<file path="config.mk">
export PLATFORM = sky130hd
export DESIGN_NAME = grf_scoreboard
export DESIGN_NICKNAME = d
export VERILOG_FILES = /design/src/rtl/grf_scoreboard.sv
export SDC_FILE = /design/constraint.sdc
export NUM_CORES = 1
export LEC_CHECK = 0
export CAP_MARGIN = 20
export CORE_MARGIN = 4
export CORE_UTILIZATION = 50
export CTS_CLUSTER_SIZE = 40
export DETAILED_ROUTE_END_ITERATION = 6
export DONT_BUFFER_PORTS = 1
export PLACE_DENSITY_LB_ADDON = 0.15
export SLEW_MARGIN = 20
export SYNTH_ARGS = -nofsm -noshare
export SYNTH_HDL_FRONTEND = slang
export SYNTH_SLANG_ARGS = --single-unit
</file>
<file path="constraint.sdc">
create_clock -name clk -period 11.4 [get_ports clk]
set_input_delay 3.42 -clock clk [delete_from_list [all_inputs] [get_ports clk]]
set_output_delay 3.42 -clock clk [all_outputs]
set_load 0.01 [all_outputs]
</file>
<file path="src/rtl/grf_scoreboard.sv">
// grf_scoreboard: tracks destination registers issued from D but not yet
// written back to the GRF, and stalls issues that would read a pending value
// (unless the GRF write-through covers it) or overflow a register's counter.
module grf_scoreboard #(
  parameter int unsigned MAX_PENDING = 3
) (
  input  logic        clk,
  input  logic        reset,
  input  logic        issue_valid,
  input  logic [4:0]  issue_rs,
  input  logic [4:0]  issue_rt,
  input  logic        issue_use_rs,
  input  logic        issue_use_rt,
  input  logic [4:0]  issue_rd,
  input  logic        wb_valid,
  input  logic [4:0]  wb_addr,
  input  logic        flush,
  output logic        stall,
  output logic [31:0] pending_mask,
  output logic [6:0]  inflight,
  output logic        err_underflow
);

  localparam int unsigned NREG  = 32;
  localparam int unsigned CNT_W = 2;
  localparam int unsigned INF_W = 7;

  logic [CNT_W-1:0] cnt_q [NREG];
  logic [CNT_W-1:0] cnt_d [NREG];
  logic [NREG-1:0]  mask_q, mask_d;
  logic [INF_W-1:0] inflight_q, inflight_d;
  logic             err_q, err_d;

  logic wb_hit_rs_c, wb_hit_rt_c, wb_hit_rd_c;
  logic pend_rs_c, pend_rt_c;
  logic src_hazard_c, dst_full_c, stall_c, accept_c;
  logic wb_dec_c, wb_under_c, inc_c;

  // Hazard detection against current counts and same-cycle writeback.
  always_comb begin
    wb_hit_rs_c  = wb_valid && (wb_addr == issue_rs) && (issue_rs != 5'd0);
    wb_hit_rt_c  = wb_valid && (wb_addr == issue_rt) && (issue_rt != 5'd0);
    wb_hit_rd_c  = wb_valid && (wb_addr == issue_rd) && (issue_rd != 5'd0);
    // A sole pending write retiring now is forwarded by the GRF write-through.
    pend_rs_c    = (cnt_q[issue_rs] != CNT_W'(0)) &&
                   !(wb_hit_rs_c && (cnt_q[issue_rs] == CNT_W'(1)));
    pend_rt_c    = (cnt_q[issue_rt] != CNT_W'(0)) &&
                   !(wb_hit_rt_c && (cnt_q[issue_rt] == CNT_W'(1)));
    src_hazard_c = (issue_use_rs && (issue_rs != 5'd0) && pend_rs_c) ||
                   (issue_use_rt && (issue_rt != 5'd0) && pend_rt_c);
    dst_full_c   = (issue_rd != 5'd0) &&
                   (cnt_q[issue_rd] == CNT_W'(MAX_PENDING)) && !wb_hit_rd_c;
    stall_c      = !reset && issue_valid && !flush && (src_hazard_c || dst_full_c);
    accept_c     = !reset && issue_valid && !flush && !stall_c;
    inc_c        = accept_c && (issue_rd != 5'd0);
    wb_dec_c     = wb_valid && (wb_addr != 5'd0) && (cnt_q[wb_addr] != CNT_W'(0));
    wb_under_c   = wb_valid && (wb_addr != 5'd0) && (cnt_q[wb_addr] == CNT_W'(0));
  end

  assign stall = stall_c;

  // Next-state counts, pending mask, running in-flight total and sticky error.
  always_comb begin
    cnt_d      = cnt_q;
    mask_d     = mask_q;
    inflight_d = inflight_q;
    err_d      = err_q;
    if (flush) begin
      for (int r = 0; r < NREG; r++) begin
        cnt_d[r] = CNT_W'(0);
      end
      mask_d     = '0;
      inflight_d = INF_W'(0);
    end else begin
      cnt_d[0]  = CNT_W'(0);
      mask_d[0] = 1'b0;
      for (int r = 1; r < NREG; r++) begin
        cnt_d[r]  = cnt_q[r]
                  + CNT_W'(accept_c && (issue_rd == 5'(r)))
                  - CNT_W'(wb_valid && (wb_addr == 5'(r)) && (cnt_q[r] != CNT_W'(0)));
        mask_d[r] = (cnt_d[r] != CNT_W'(0));
      end
      inflight_d = inflight_q + INF_W'(inc_c) - INF_W'(wb_dec_c);
      err_d      = err_q | wb_under_c;
    end
  end

  // State registers with synchronous reset.
  always_ff @(posedge clk) begin
    if (reset) begin
      for (int r = 0; r < NREG; r++) begin
        cnt_q[r] <= CNT_W'(0);
      end
      mask_q     <= '0;
      inflight_q <= INF_W'(0);
      err_q      <= 1'b0;
    end else begin
      cnt_q      <= cnt_d;
      mask_q     <= mask_d;
      inflight_q <= inflight_d;
      err_q      <= err_d;
    end
  end

  assign pending_mask  = mask_q;
  assign inflight      = inflight_q;
  assign err_underflow = err_q;

endmodule
</file>
==> results.yml, run 1 <==
run_status:
  result_of_the_run: "complete, no violations"
worst_hold_path:
  min-delay-start: "err_underflow"
  hold_path_class: "register to register"
critical_path:
  timing.setup.critical_path_class: "input pin to output port"
  start_kind: "input pin"
  setup.worst_path.start: "issue_rt[0]"
  regToRegStartpoint: "cnt_q[32]"
  critical_path_required_ps: 7980
  r2r_setup_slack_ps: 7080
  endpoint_kind: "output port"
  endpoint_arrival_time_on_the_critical_path_ps: 5470
  crit_path_max_fanout: 33
die:
  design.portCount: 68
  chipHeight_um: 126.7
  fp.dieArea_mm2: 0.01606
  floorplan.core_area_mm2: 0.01383
  dieWidth_um: 126.7
  core.rowCount: 43
  floorplan.initialDensity_pct: 50.99
synthesis:
  synth.yosys.seq_area_share_pct: 28.68
  synth_warnings: 0
  postSynthRegisterBits: 101
  yosys.cell_types.count: 47
  yosys_most_used_dff: "sky130_fd_sc_hd__dfxtp_1"
  syn-instance-count: 764
  asyncSetResetFlopFracSynth_pct: 0
  netlist_area_mm2: 0.007051
  synthesis.nets: 861
  synth_enable_flop_cells: 0
  syn_area_per_cell_um2: 9.228
timing:
  totalNegativeSetupSlack_ps: 0
  max_frequency_ghz: 0.1124
  timing.slew.headroom_pct: 44.62
  hold_viol_final: 0
  setup_viol: 0
  finalClockSkew_ps: 5.575
  hold_slack_ps: 518.0
  maxSlewViolCount: 0
  grt_setup_unrepaired: "false"
  post-route-period-util_pct: 78.01
  post-route-min-period_ps: 8893
  worst_slew_pin_slew_ps: 830.8
placement:
  placedInstanceArea_mm2: 0.007077
  gp_congestion: 0.9238
  placement.io_buffers: 0
  hpwlAfterDp_um: 13570
cts:
  htreeDepth: 3
  clkLatencyLatePin_ps: 350
  holdBufCountCts: 0
  cts_buffers: 9
  cts_tree: "built"
  numClockSinks: 101
  root_buffer: "sky130_fd_sc_hd__clkbuf_16"
  postCtsSetupRepairBufs: 0
  clk_pin_slew_worst_paths_ps: 60
  clock_tree.buffer_depth: 2
  cts_resized: 0
grt:
  busiest_layer: "met2"
  gr-usage-all-layers_pct: 23.46
  grt-ovfl-total: 0
  grt.met1_usage_pct: 29.66
  grt_use_met3_pct: 8.716
  grt_use_met2_pct: 36.92
  grt_max_degree: 38
  grt_antenna_before_repair: 0
  grt_pass1_wl_um: 29490
  number_of_global_route_vias_before_repair: 5488
layout:
  area_taken_by_multi_input_logic_gates_mm2: 0.004661
  area_growth_pct: 4.809
  drive_gt1_share_pct: 13.80
  antenna_cells_inserted: 0
  final_util_pct: 53.44
  ff_latch_area_mm2: 0.002022
  fillers: 1285
  nNetsFinal: 824
  finalInstanceArea_mm2: 0.007390
power_and_ir_drop:
  clkPwrFrac_pct: 42.1
  vdd.ir_drop.worst_mv: 0.07463
  power_density_mw_per_mm2: 100.9
  cellLeakagePower_nw: 3.344
  power_switching_share_pct: 22.55
  netsw_uw: 168.1
  internal-power_uw: 577.2
  power.total_uw: 745.3
  comb_power_share_pct: 9.3
  pwr-share-seq_pct: 48.6
route:
  detailroute.via_count: 5573
  via_per_inst: 6.111
  wl_per_cell_um: 20.07
  post_route_drc_violation_count: 0
  residual_antenna_violating_net_count_after_detailed_routing: 0
  first_iter_violations: 561
  overall_routed_net_length_um: 18300
  drt_pre_antenna_iters: 5
run:
  cap_viol_max_count: 0
==> cell usage after synthesis, types with 31 or more instances <==
| library cell | instances | area, µm² |
|---|---|---|
| sky130_fd_sc_hd__dfxtp_1 | 101 | 2022 |
| sky130_fd_sc_hd__nor2_1 | 85 | 319.1 |
| sky130_fd_sc_hd__ha_1 | 69 | 863.3 |
| sky130_fd_sc_hd__xor2_1 | 45 | 394.1 |
| sky130_fd_sc_hd__inv_1 | 41 | 153.9 |
| sky130_fd_sc_hd__nand3_1 | 38 | 190.2 |
| sky130_fd_sc_hd__nor3_1 | 38 | 190.2 |
| sky130_fd_sc_hd__xnor2_1 | 38 | 332.8 |
| sky130_fd_sc_hd__mux4_2 | 36 | 810.8 |
| sky130_fd_sc_hd__or2_2 | 35 | 219.0 |
| sky130_fd_sc_hd__and2_1 | 34 | 212.7 |
| sky130_fd_sc_hd__clkbuf_1 | 31 | 116.4 |
==> flip-flops by register name (all words and copies together), names as in the netlist <==
signal	flops
pending_mask	31
cnt_q	62
inflight	7
err_underflow	1
==> area by class of cell <==
class                           count  area share [%]
Timing Repair Buffer                2          0.2032
Multi-Input combinational cell    572           63.07
Tap cell                          180           3.048
Clock inverter                      3          0.5757
Sequential cell                   101           27.36
Clock buffer                       13           3.657
Inverter                           41           2.083
==> per-layer routing <==
layer,vias up,wire length (µm),part of all wire (%)
met3,43,1982,11
met2,263,8276,45
met1,2688,7544,41
met4,0,499,2.7
li1,2579,-,-
met5,-,0,0
==> kinds of logic after synthesis <==
family                   share of synthesized area, %
multiplexers                                    16.52
adder cells (fa/ha/maj)                         12.53
XOR/XNOR                                        10.31
AND/OR/NAND/NOR                                 21.69
buffers and inverters                           5.253
AO/OA/AOI/OAI                                   4.969
other                                         0.05319
flip-flops                                      28.68
==> stage by stage <==
stage,worst slack (ps),std cells
2_1_floorplan,2457,764
3_3_place_gp,2591,896
3_5_place_dp,2535,896
4_1_cts,2532,912
5_1_grt,2431,912
6_report,2507,912
==> critical path, cell delays in order <==
cell	delay (ps)
sky130_fd_sc_hd__mux4_2	470
sky130_fd_sc_hd__mux2_2	270
sky130_fd_sc_hd__a221oi_1	340
sky130_fd_sc_hd__o311ai_1	200
sky130_fd_sc_hd__nor4_4	270
sky130_fd_sc_hd__buf_4	340
sky130_fd_sc_hd__nor2_1	150
==> power by group through the flow <==
stage | logic, mW | registers [mW] | clock network (mW)
floorplan | 0.0744 | 0.369 | 0
global placement | 0.0667 | 0.370 | 0
detailed placement | 0.0694 | 0.370 | 0
CTS | 0.0697 | 0.362 | 0.323
global route | 0.0773 | 0.363 | 0.339
finish | 0.0691 | 0.362 | 0.314
==> worst paths after layout <==
check,to,cells after the start
worst max-delay path,stall,7
worst min register to register,err_underflow,2
worst min-delay path,err_underflow,2
worst max register to register,inflight[6],17
==> cell usage in the layout, fill, tap and decap left out, types with 11 or more instances in the layout <==
cell type                 count
sky130_fd_sc_hd__nand3_1     38
sky130_fd_sc_hd__o21ai_0     11
sky130_fd_sc_hd__nor2b_1     13
sky130_fd_sc_hd__or2_2       35
sky130_fd_sc_hd__ha_1        69
sky130_fd_sc_hd__mux4_2      36
sky130_fd_sc_hd__xor2_1      45
sky130_fd_sc_hd__xnor2_1     38
sky130_fd_sc_hd__nor3_1      38
sky130_fd_sc_hd__nand2_1     23
sky130_fd_sc_hd__and2_1      34
sky130_fd_sc_hd__dfxtp_1    101
sky130_fd_sc_hd__mux2_2      11
sky130_fd_sc_hd__inv_1       41
sky130_fd_sc_hd__nand4_1     11
sky130_fd_sc_hd__mux2i_1     23
sky130_fd_sc_hd__nor2_1      84
(Power assumes the default switching activity.)
==> inputs of run 2 (changes only) <==
clock period = 9 ns   (was 11.4 ns; I/O delays follow)
==> run 2 against run 1 <==
  * Core utilization decreased by 0.14 points
  * Final cell count stayed put
  * Hold slack better by 3.4 ps
  * Largest power group unchanged
==> results.yml, run 2 (synthesized netlist as in run 1, its figures left out) <==
run_status:
  result_of_the_run: "complete, no violations"
route:
  overall_routed_net_length_um: 18780
  first_iter_violations: 581
  via_per_inst: 6.160
  residual_antenna_violating_net_count_after_detailed_routing: 0
  detailroute.via_count: 5618
  drt_pre_antenna_iters: 5
  wl_per_cell_um: 20.60
  post_route_drc_violation_count: 0
cts:
  cts_buffers: 9
  root_buffer: "sky130_fd_sc_hd__clkbuf_16"
  cts_tree: "built"
  clk_pin_slew_worst_paths_ps: 70
  numClockSinks: 101
  clkLatencyLatePin_ps: 360
  htreeDepth: 3
  holdBufCountCts: 0
  cts_resized: 0
  postCtsSetupRepairBufs: 0
  clock_tree.buffer_depth: 2
worst_hold_path:
  hold_path_class: "register to register"
  min-delay-start: "err_underflow"
  hold-path-endpoint: "err_underflow"
  whs_path_depth: 2
layout:
  max_flop_register: "cnt_q"
  fillers: 1298
  mostFrequentLayoutCell: "sky130_fd_sc_hd__dfxtp_1"
  largest_reg_flops: 62
  nNetsFinal: 824
  area_growth_pct: 4.543
  antenna_cells_inserted: 0
  drive_gt1_share_pct: 13.66
  mostFrequentLayoutCells: "101 x sky130_fd_sc_hd__dfxtp_1, 84 x sky130_fd_sc_hd__nor2_1, 69 x sky130_fd_sc_hd__ha_1"
  final_util_pct: 53.31
critical_path:
  r2r.worst_path.cells: 17
  critical_path_required_ps: 6300
  r2r-end: "inflight[6]"
  endpoint_arrival_time_on_the_critical_path_ps: 4740
  worstPathBufferInverterCount: 1
  regToRegStartpoint: "cnt_q[34]"
  timing.critical_path.max_delay_family: "multiplexers"
  r2r_setup_slack_ps: 4670
  worst_path_max_stage_delay_ps: 480
  start_kind: "input pin"
  critical-path-slowest-cell: "sky130_fd_sc_hd__mux4_2"
  endpoint_kind: "output port"
  timing.setup.critical_path_class: "input pin to output port"
  worstPathCellList: "mux4_2 -> mux2_2 -> a221oi_1 -> o311ai_1 -> nor4_4 -> buf_4 -> nor2_1"
  crit_path_max_fanout: 33
timing:
  post-route-period-util_pct: 82.62
  setup_viol: 0
  worst_slew_pin_slew_ps: 824.8
  grt_setup_unrepaired: "false"
  maxSlewViolCount: 0
  totalNegativeSetupSlack_ps: 0
  max_frequency_ghz: 0.1345
  timing.slew.headroom_pct: 45.01
  finalClockSkew_ps: 8.473
  hold_slack_ps: 521.4
  post-route-min-period_ps: 7436
  hold_viol_final: 0
die:
  floorplan.initialDensity_pct: 50.99
  floorplan.core_area_mm2: 0.01383
  core.rowCount: 43
  fp.dieArea_mm2: 0.01606
  dieWidth_um: 126.7
  chipHeight_um: 126.7
  design.portCount: 68
grt:
  grt_pass1_wl_um: 29970
  grt-ovfl-total: 0
  grt_max_degree: 38
  gr-usage-all-layers_pct: 23.76
  number_of_global_route_vias_before_repair: 5471
  grt_antenna_before_repair: 0
power_and_ir_drop:
  netsw_uw: 226.0
  pwr-share-seq_pct: 49.0
  power_density_mw_per_mm2: 127.0
  comb_power_share_pct: 9.5
  clkPwrFrac_pct: 41.5
  internal-power_uw: 709.9
  vdd.ir_drop.worst_mv: 0.09497
  cellLeakagePower_nw: 3.336
  power_switching_share_pct: 24.14
placement:
  gp_congestion: 0.9237
  placement.io_buffers: 0
  hpwlAfterDp_um: 13820
run:
  cap_viol_max_count: 0
[run 2: worst max path at each step]
| stage | from | to | slack, ps | cells past startpoint |
|---|---|---|---|---|
| after floorplan | issue_rs[1] | stall | 1500 | 10 |
| after global placement | issue_rt[0] | stall | 1650 | 7 |
| after detailed placement | issue_rt[0] | stall | 1610 | 7 |
| after CTS | issue_rt[0] | stall | 1600 | 7 |
| after global routing | issue_rt[0] | stall | 1440 | 7 |
| final | issue_rt[0] | stall | 1560 | 7 |
[run 2: through the flow]
| stage | power (mW) | instance area [µm²] | setup slack [ps] | cells |
|---|---|---|---|---|
| floorplan | 0.5619 | 7051 | 1497 | 764 |
| finish | 0.9359 | 7371 | 1564 | 912 |
| global route | 0.9739 | 7371 | 1438 | 912 |
| global placement | 0.5535 | 7077 | 1653 | 896 |
| CTS | 0.9455 | 7371 | 1598 | 912 |
| detailed placement | 0.5574 | 7077 | 1610 | 896 |
[run 2: area by class of cell]
class	count	area, µm²	area share (%)
Multi-Input combinational cell	572	4661	63.23
Sequential cell	101	2022	27.43
Clock buffer	11	232.7	3.157
Tap cell	180	225.2	3.056
Inverter	41	153.9	2.088
Clock inverter	5	61.31	0.8318
Timing Repair Buffer	2	15.01	0.2037
[run 2: power by group through the flow]
stage	Sequential (mW)	Clock, mW	Combinational, mW
after detailed placement	0.469	0	0.0884
final	0.459	0.388	0.0889
after global placement	0.469	0	0.0846
after CTS	0.459	0.398	0.0890
after global routing	0.459	0.417	0.0981
after floorplan	0.468	0	0.0943
[run 2: worst min-delay path: stages, from the launching register on]
cell and delay, ps:
sky130_fd_sc_hd__dfxtp_1 350, sky130_fd_sc_hd__inv_1 60, sky130_fd_sc_hd__o32ai_1 60
[run 2: metal layers]
layer	share of wire (%)	routed length, µm	track usage (%)
met5	0	0	0
met4	3.2	600	9.842
met3	9.8	1849	6.358
met2	46	8603	37.08
met1	41	7731	31.23
